## config.mk

```make
export PLATFORM = sky130hd
export DESIGN_NAME = tag_lookup_ctrl
export DESIGN_NICKNAME = d
export VERILOG_FILES = /design/src/rtl/tag_lookup_ctrl_pkg.sv /design/src/rtl/tag_lookup_ctrl.sv
export SDC_FILE = /design/constraint.sdc
export NUM_CORES = 1
export LEC_CHECK = 0
export CAP_MARGIN = 30
export CORE_MARGIN = 4
export CORE_UTILIZATION = 41
export CTS_BUF_LIST = sky130_fd_sc_hd__clkbuf_16
export CTS_CLUSTER_SIZE = 12
export DETAILED_ROUTE_END_ITERATION = 8
export PLACE_DENSITY_LB_ADDON = 0.05
export SKIP_LAST_GASP = 1
export SYNTH_ARGS = -nofsm -noshare
export SYNTH_HDL_FRONTEND = slang
export SYNTH_SLANG_ARGS = --single-unit
```

## constraint.sdc

```tcl
create_clock -name clock -period 3.61 [get_ports clock]
set_input_delay 0.361 -clock clock [delete_from_list [all_inputs] [get_ports clock]]
set_output_delay 0.361 -clock clock [all_outputs]
set_load 0.05 [all_outputs]
```

## src/rtl/tag_lookup_ctrl_pkg.sv

```systemverilog
// Shared widths, FSM encoding and counter helper for the tag lookup controller, its tag RAM and bench.
package tag_lookup_ctrl_pkg;

    localparam int AWIDTH = 3;
    localparam int DWIDTH = 14;
    localparam int TAG_W  = DWIDTH - 1;
    localparam int CNT_W  = 16;

    typedef enum logic [1:0] {
        ST_IDLE   = 2'd0,
        ST_LOOKUP = 2'd1,
        ST_FILL   = 2'd2,
        ST_FLUSH  = 2'd3
    } state_t;

    function automatic logic [CNT_W-1:0] sat_inc(input logic [CNT_W-1:0] v);
        return (&v) ? v : v + 1'b1;
    endfunction

endpackage

```

## src/rtl/tag_lookup_ctrl.sv

```systemverilog
// Tag lookup/fill/flush controller driving an external one-cycle-read tag RAM.
// Latency: response 2 cycles after accept; req_ready low outside IDLE (2/3-cycle request spacing).
module tag_lookup_ctrl #(
    parameter int AWIDTH = tag_lookup_ctrl_pkg::AWIDTH,
    parameter int DWIDTH = tag_lookup_ctrl_pkg::DWIDTH
) (
    input  logic                     clock,
    input  logic                     reset,
    input  logic                     req_valid,
    output logic                     req_ready,
    input  logic [AWIDTH+DWIDTH-2:0] req_addr,
    input  logic                     req_fill,
    input  logic                     flush,
    output logic                     resp_valid,
    output logic                     resp_hit,
    output logic [AWIDTH-1:0]        resp_index,
    output logic                     flush_done,
    output logic [AWIDTH-1:0]        ram_addr,
    output logic [DWIDTH-1:0]        ram_din,
    output logic                     ram_we,
    input  logic [DWIDTH-1:0]        ram_dout,
    output logic [15:0]              hit_count,
    output logic [15:0]              miss_count
);

    localparam int TW = DWIDTH - 1;

    tag_lookup_ctrl_pkg::state_t r_state;
    logic [AWIDTH-1:0] r_index;
    logic [TW-1:0]     r_tag;
    logic              r_fill;
    logic              r_resp_valid;
    logic              r_resp_hit;
    logic [AWIDTH-1:0] r_resp_index;
    logic              r_flush_done;
    logic [AWIDTH-1:0] r_flush_cnt;
    logic [15:0]       r_hit_count;
    logic [15:0]       r_miss_count;

    logic [AWIDTH-1:0] w_req_index;
    logic [TW-1:0]     w_req_tag;
    logic              w_accept;
    logic              w_lookup;
    logic              w_hit;
    logic [15:0]       w_hit_next;
    logic [15:0]       w_miss_next;

    assign w_req_index = req_addr[AWIDTH-1:0];
    assign w_req_tag   = req_addr[AWIDTH+DWIDTH-2:AWIDTH];
    assign req_ready   = (r_state == tag_lookup_ctrl_pkg::ST_IDLE) & ~flush & ~reset;
    assign w_accept    = req_valid & req_ready;
    assign w_lookup    = (r_state == tag_lookup_ctrl_pkg::ST_LOOKUP);
    assign w_hit       = ram_dout[DWIDTH-1] & (ram_dout[TW-1:0] == r_tag);

    // Counters commit on the same edge that registers the response, so they move with resp_valid.
    assign w_hit_next  = (w_lookup & w_hit)  ? tag_lookup_ctrl_pkg::sat_inc(r_hit_count)  : r_hit_count;
    assign w_miss_next = (w_lookup & ~w_hit) ? tag_lookup_ctrl_pkg::sat_inc(r_miss_count) : r_miss_count;

    always_comb begin
        ram_addr = w_req_index;
        ram_din  = '0;
        ram_we   = 1'b0;
        case (r_state)
            tag_lookup_ctrl_pkg::ST_LOOKUP: begin
                ram_addr = r_index;
            end
            tag_lookup_ctrl_pkg::ST_FILL: begin
                ram_addr = r_index;
                ram_din  = {1'b1, r_tag};
                ram_we   = ~reset;
            end
            tag_lookup_ctrl_pkg::ST_FLUSH: begin
                ram_addr = r_flush_cnt;
                ram_we   = ~reset;
            end
            default: begin
            end
        endcase
    end

    always_ff @(posedge clock) begin
        if (reset) begin
            r_state      <= tag_lookup_ctrl_pkg::ST_IDLE;
            r_index      <= '0;
            r_tag        <= '0;
            r_fill       <= 1'b0;
            r_resp_valid <= 1'b0;
            r_resp_hit   <= 1'b0;
            r_resp_index <= '0;
            r_flush_done <= 1'b0;
            r_flush_cnt  <= '0;
            r_hit_count  <= '0;
            r_miss_count <= '0;
        end else begin
            r_resp_valid <= w_lookup;
            r_flush_done <= 1'b0;
            r_hit_count  <= w_hit_next;
            r_miss_count <= w_miss_next;
            case (r_state)
                tag_lookup_ctrl_pkg::ST_IDLE: begin
                    if (flush) begin
                        r_state     <= tag_lookup_ctrl_pkg::ST_FLUSH;
                        r_flush_cnt <= '0;
                    end else if (w_accept) begin
                        r_index <= w_req_index;
                        r_tag   <= w_req_tag;
                        r_fill  <= req_fill;
                        r_state <= tag_lookup_ctrl_pkg::ST_LOOKUP;
                    end
                end
                tag_lookup_ctrl_pkg::ST_LOOKUP: begin
                    r_resp_hit   <= w_hit;
                    r_resp_index <= r_index;
                    r_state      <= (~w_hit & r_fill) ? tag_lookup_ctrl_pkg::ST_FILL
                                                      : tag_lookup_ctrl_pkg::ST_IDLE;
                end
                tag_lookup_ctrl_pkg::ST_FILL: begin
                    r_state <= tag_lookup_ctrl_pkg::ST_IDLE;
                end
                tag_lookup_ctrl_pkg::ST_FLUSH: begin
                    r_flush_cnt <= r_flush_cnt + 1'b1;
                    if (&r_flush_cnt) begin
                        r_state      <= tag_lookup_ctrl_pkg::ST_IDLE;
                        r_flush_done <= 1'b1;
                    end
                end
                default: begin
                    r_state <= tag_lookup_ctrl_pkg::ST_IDLE;
                end
            endcase
        end
    end

    assign resp_valid = r_resp_valid;
    assign resp_hit   = r_resp_hit;
    assign resp_index = r_resp_index;
    assign flush_done = r_flush_done;
    assign hit_count  = r_hit_count;
    assign miss_count = r_miss_count;

endmodule

```

==> results.txt <==
----------------------------------------------------
[Status]
  Result of the run ... finished, final reports clean

[Finish]
  Number of nets in the finished design ... around 510
  Most common cell after layout, fill and taps aside ... clkdlybuf4s50_1
  Area of the multi-input gates ... roughly 1800 um^2
  Final antenna diode count ... 0
  Leading cell types in the layout, fill and taps excluded ... 90 x clkdlybuf4s50_1, 60 x dfxtp_1, 37 x o21ai_0
  Sequential standard cell area ... 1200 um^2
  Fraction of layout cells with a size suffix above 1 ... 0.0536
  Final Instance Area ... 4370 um^2
  Fill cell total of the finished layout ... 715
  Filler-free cell count of the finished design ... ~570
  Area overhead of the layout relative to synthesis ... 41.1%

[Power]
  Power per Cell Area ... 452 nW/um^2
  Peak ir drop on the vdd network ... approximately 360 uV
  Cell leakage power ... 1.47 nW

[Critical path]
  Category of the most critical setup path ... flip-flop to output pin
  Required time of the critical path ... 3250 ps
  Reg2reg path depth ... 7
  Kind of capture point of the worst setup path ... output pin
  Startpoint of the most critical register-to-register path ... r_state[1]
  Max Fanout on Critical Path ... 15
  CP max stage delay ... 820 ps
  Reg-to-reg endpoint ... miss_count[14]
  Series of cell instances along the critical path ... inv_1 > ha_1 > and2_1 > clkdlybuf4s50_1
  Arrival @ worst endpoint ... approximately 2300 ps
  Number of cells on the critical path ... 4
  Critical path buffers and inverters ... 2
  Setup crit start ... r_state[0]
  Type of origin of the critical path ... flip-flop
  Worst Setup EP ... ram_din[1]
  Slack of the worst reg-to-reg path ... about 1100 ps
  Family with the most delay on the worst path ... buffers and inverters
  Critical path's slowest cell ... clkdlybuf4s50_1

[Clock tree]
  Clock buffers created by TritonCTS ... 9
  Clock insertion delay at the later pin of the skew report ... 320 ps
  Clock-pin slew of the registers on the worst-case setup and hold paths ... 50 ps
  CTS tree ... yes
  Cell at the root of the clock tree ... clkbuf_16
  Buffers from clock root to sink, at most ... 2
  Post-CTS Hold Fix Bufs ... 0
  Setup repair bufs after CTS ... 0
  Post-CTS Resized ... 0
  TritonCTS sink count ... 60
  Htree depth ... 3

[Detailed routing]
  Count of antenna-violating nets left after detailed routing ... 0
  Detailed-route DRC error count ... 0
  Total detailed-routing wirelength ... 7850 um
  Via/cell ratio ... 5.19
  Average routed wire per standard cell ... 13.9 um
  Initial DRC count ... 63
  First drt pass iteration count ... 4
  Detailed-route via count ... 2930

[Timing]
  Final WS setup ... 992 ps
  Min Clock Period, post-route ... 2620 ps
  Setup TNS after final layout ... 0 ps
  Final hold vios ... 0
  Least-Margin Pin Slew ... 1030 ps
  Final-report max-slew violation count ... 0
  Worst setup skew after layout ... 3.46 ps
  Part of the cycle the worst path needs ... 0.725
  RSZ-0062 raised after global routing ... no
  Rel. slew slack ... 0.314
  Max Freq ... 382 MHz
  Final setup violation count ... 0

[Synth]
  Area share of the leading cell type in the synthesized netlist ... 0.388
  Leading post-synthesis cells by cell area ... dfxtp_1 39%, o21ai_0 6.0%, nand2_1 4.4%, a21oi_1 4.0%, nand2b_1 3.8%
  Cell count after synthesis ... 380
  Ys async rst share ... 0
  Cell variety after synth ... 40
  Dominant register cell in the synthesized netlist ... dfxtp_1
  Net count after synthesis ... 424
  Number of synthesized flops with an enable pin ... 0
  Mapped cell area ... 3100 um^2
  Total of flip-flops plus latches after synthesis ... 60
  Sequential share of the synthesized area ... 0.388
  Dominant cell type by area after synthesis ... dfxtp_1
  Mean instance size in the synthesized netlist ... 8.16 um^2
  Total of warnings raised by yosys ... 0

[Hold path]
  Hold crit path type ... flip-flop to flip-flop

[Die]
  I/O pin count ... 92
  Cell Rows ... 31
  Core area ... 7290 um^2
  Die span in x ... ~95 um
  Initial cell density of the core ... 0.425
  Total die area ... 9010 um^2
  Chip height ... 94.9 um

[GRT]
  Initial antenna violation count ... 0
  Pin count of the biggest net entering global routing ... 39
  Total GRT Usage ... 0.183
  Vias in the first global route ... approximately 2.8k
  First-pass GRT wire length ... about 13000 um
  Congestion Overflow GR ... 0

[Placed design]
  Routability Congestion ... ~0.75
  Cell area after placement ... between 4000 and 5000 um^2
  Buffers on Ports ... between 90 and 100
  HPWL Detailed ... 5510 um
  Cell total after placement ... 549
  Setup Slack @ Placement ... 652 ps

[Job]
  Number of maximum-capacitance violations ... 0

----------------------------------------------------
[flip-flops by register name (all words and copies together) (netlist names)]
signal	count
flush_done	1
hit_count	16
miss_count	16
r_fill	1
r_flush_cnt	3
r_index	3
r_state	2
r_tag	13
resp_hit	1
resp_index	3
resp_valid	1
[synth_stat cells, types with 5 or more instances]
library cell	count
nor2b_1	9
xnor2_1	13
nor2_1	29
o21ai_0	37
clkbuf_1	22
and2_1	14
nand4_1	16
or3_1	12
o31ai_1	8
mux2i_1	5
nand2b_1	19
dfxtp_1	60
or4_1	11
ha_1	9
inv_1	6
nand3_1	9
a21oi_1	25
nand2_1	36
[routing by layer]
layer / vias to the layer above / track usage / wire [um]
met4: 0 / 0.0865 / 150
met2: 70 / 0.289 / 3590
met5: - / 0 / 0
met3: 11 / 0.0606 / 536
li1: 1517 / - / -
met1: 1332 / 0.222 / 3570
[stage by stage]
step,power (mW),hold slack [ps],util
after floorplan,0.967,449,-
after global placement,1.10,463,0.558
after detailed placement,1.10,468,0.558
after CTS,1.99,475,0.600
after global routing,2.05,503,0.600
final,1.97,477,0.600
[power by group]
group / internal, mW / total [mW] / switching, mW / leakage [nW]
combinational: 0.146 / 0.366 / 0.220 / 0.828
sequential: 0.691 / 0.717 / 0.0262 / 0.486
clock: 0.594 / 0.891 / 0.297 / 0.152
[how the worst min path moves through the flow]
stage               endpoint  cells past startpoint  slack, ps     start
floorplan             r_fill                      2        450    r_fill
global placement    resp_hit                      2        460  resp_hit
detailed placement  resp_hit                      2        470  resp_hit
CTS                 resp_hit                      2        470  resp_hit
global route        resp_hit                      2        500  resp_hit
finish              resp_hit                      2        480  resp_hit
[cell families after synthesis]
kind of cell,count (synthesis),synth area share
AO/OA/AOI/OAI,81,0.150
AND/OR/NAND/NOR,174,0.307
multiplexers,12,0.0416
buffers and inverters,31,0.0408
flip-flops,60,0.388
XOR/XNOR,13,0.0367
adder cells (fa/ha/maj),9,0.0363
[final cells by class]
| class | instances | area share |
|---|---|---|
| Multi-Input combinational cell | 289 | 0.408 |
| Sequential cell | 60 | 0.275 |
| Timing Repair Buffer | 95 | 0.214 |
| Clock buffer | 9 | 0.0515 |
| Tap cell | 99 | 0.0283 |
| Clock inverter | 7 | 0.0186 |
| Inverter | 6 | 0.00515 |
[worst register-to-register path: cells and delay by family (launching register included)]
family	cells	cell delay (ps)
compound gates	2	640
fa+ha+maj	1	250
simple gates	2	900
buf+inv	2	340
flops	1	330
(Power assumes the default switching activity.)
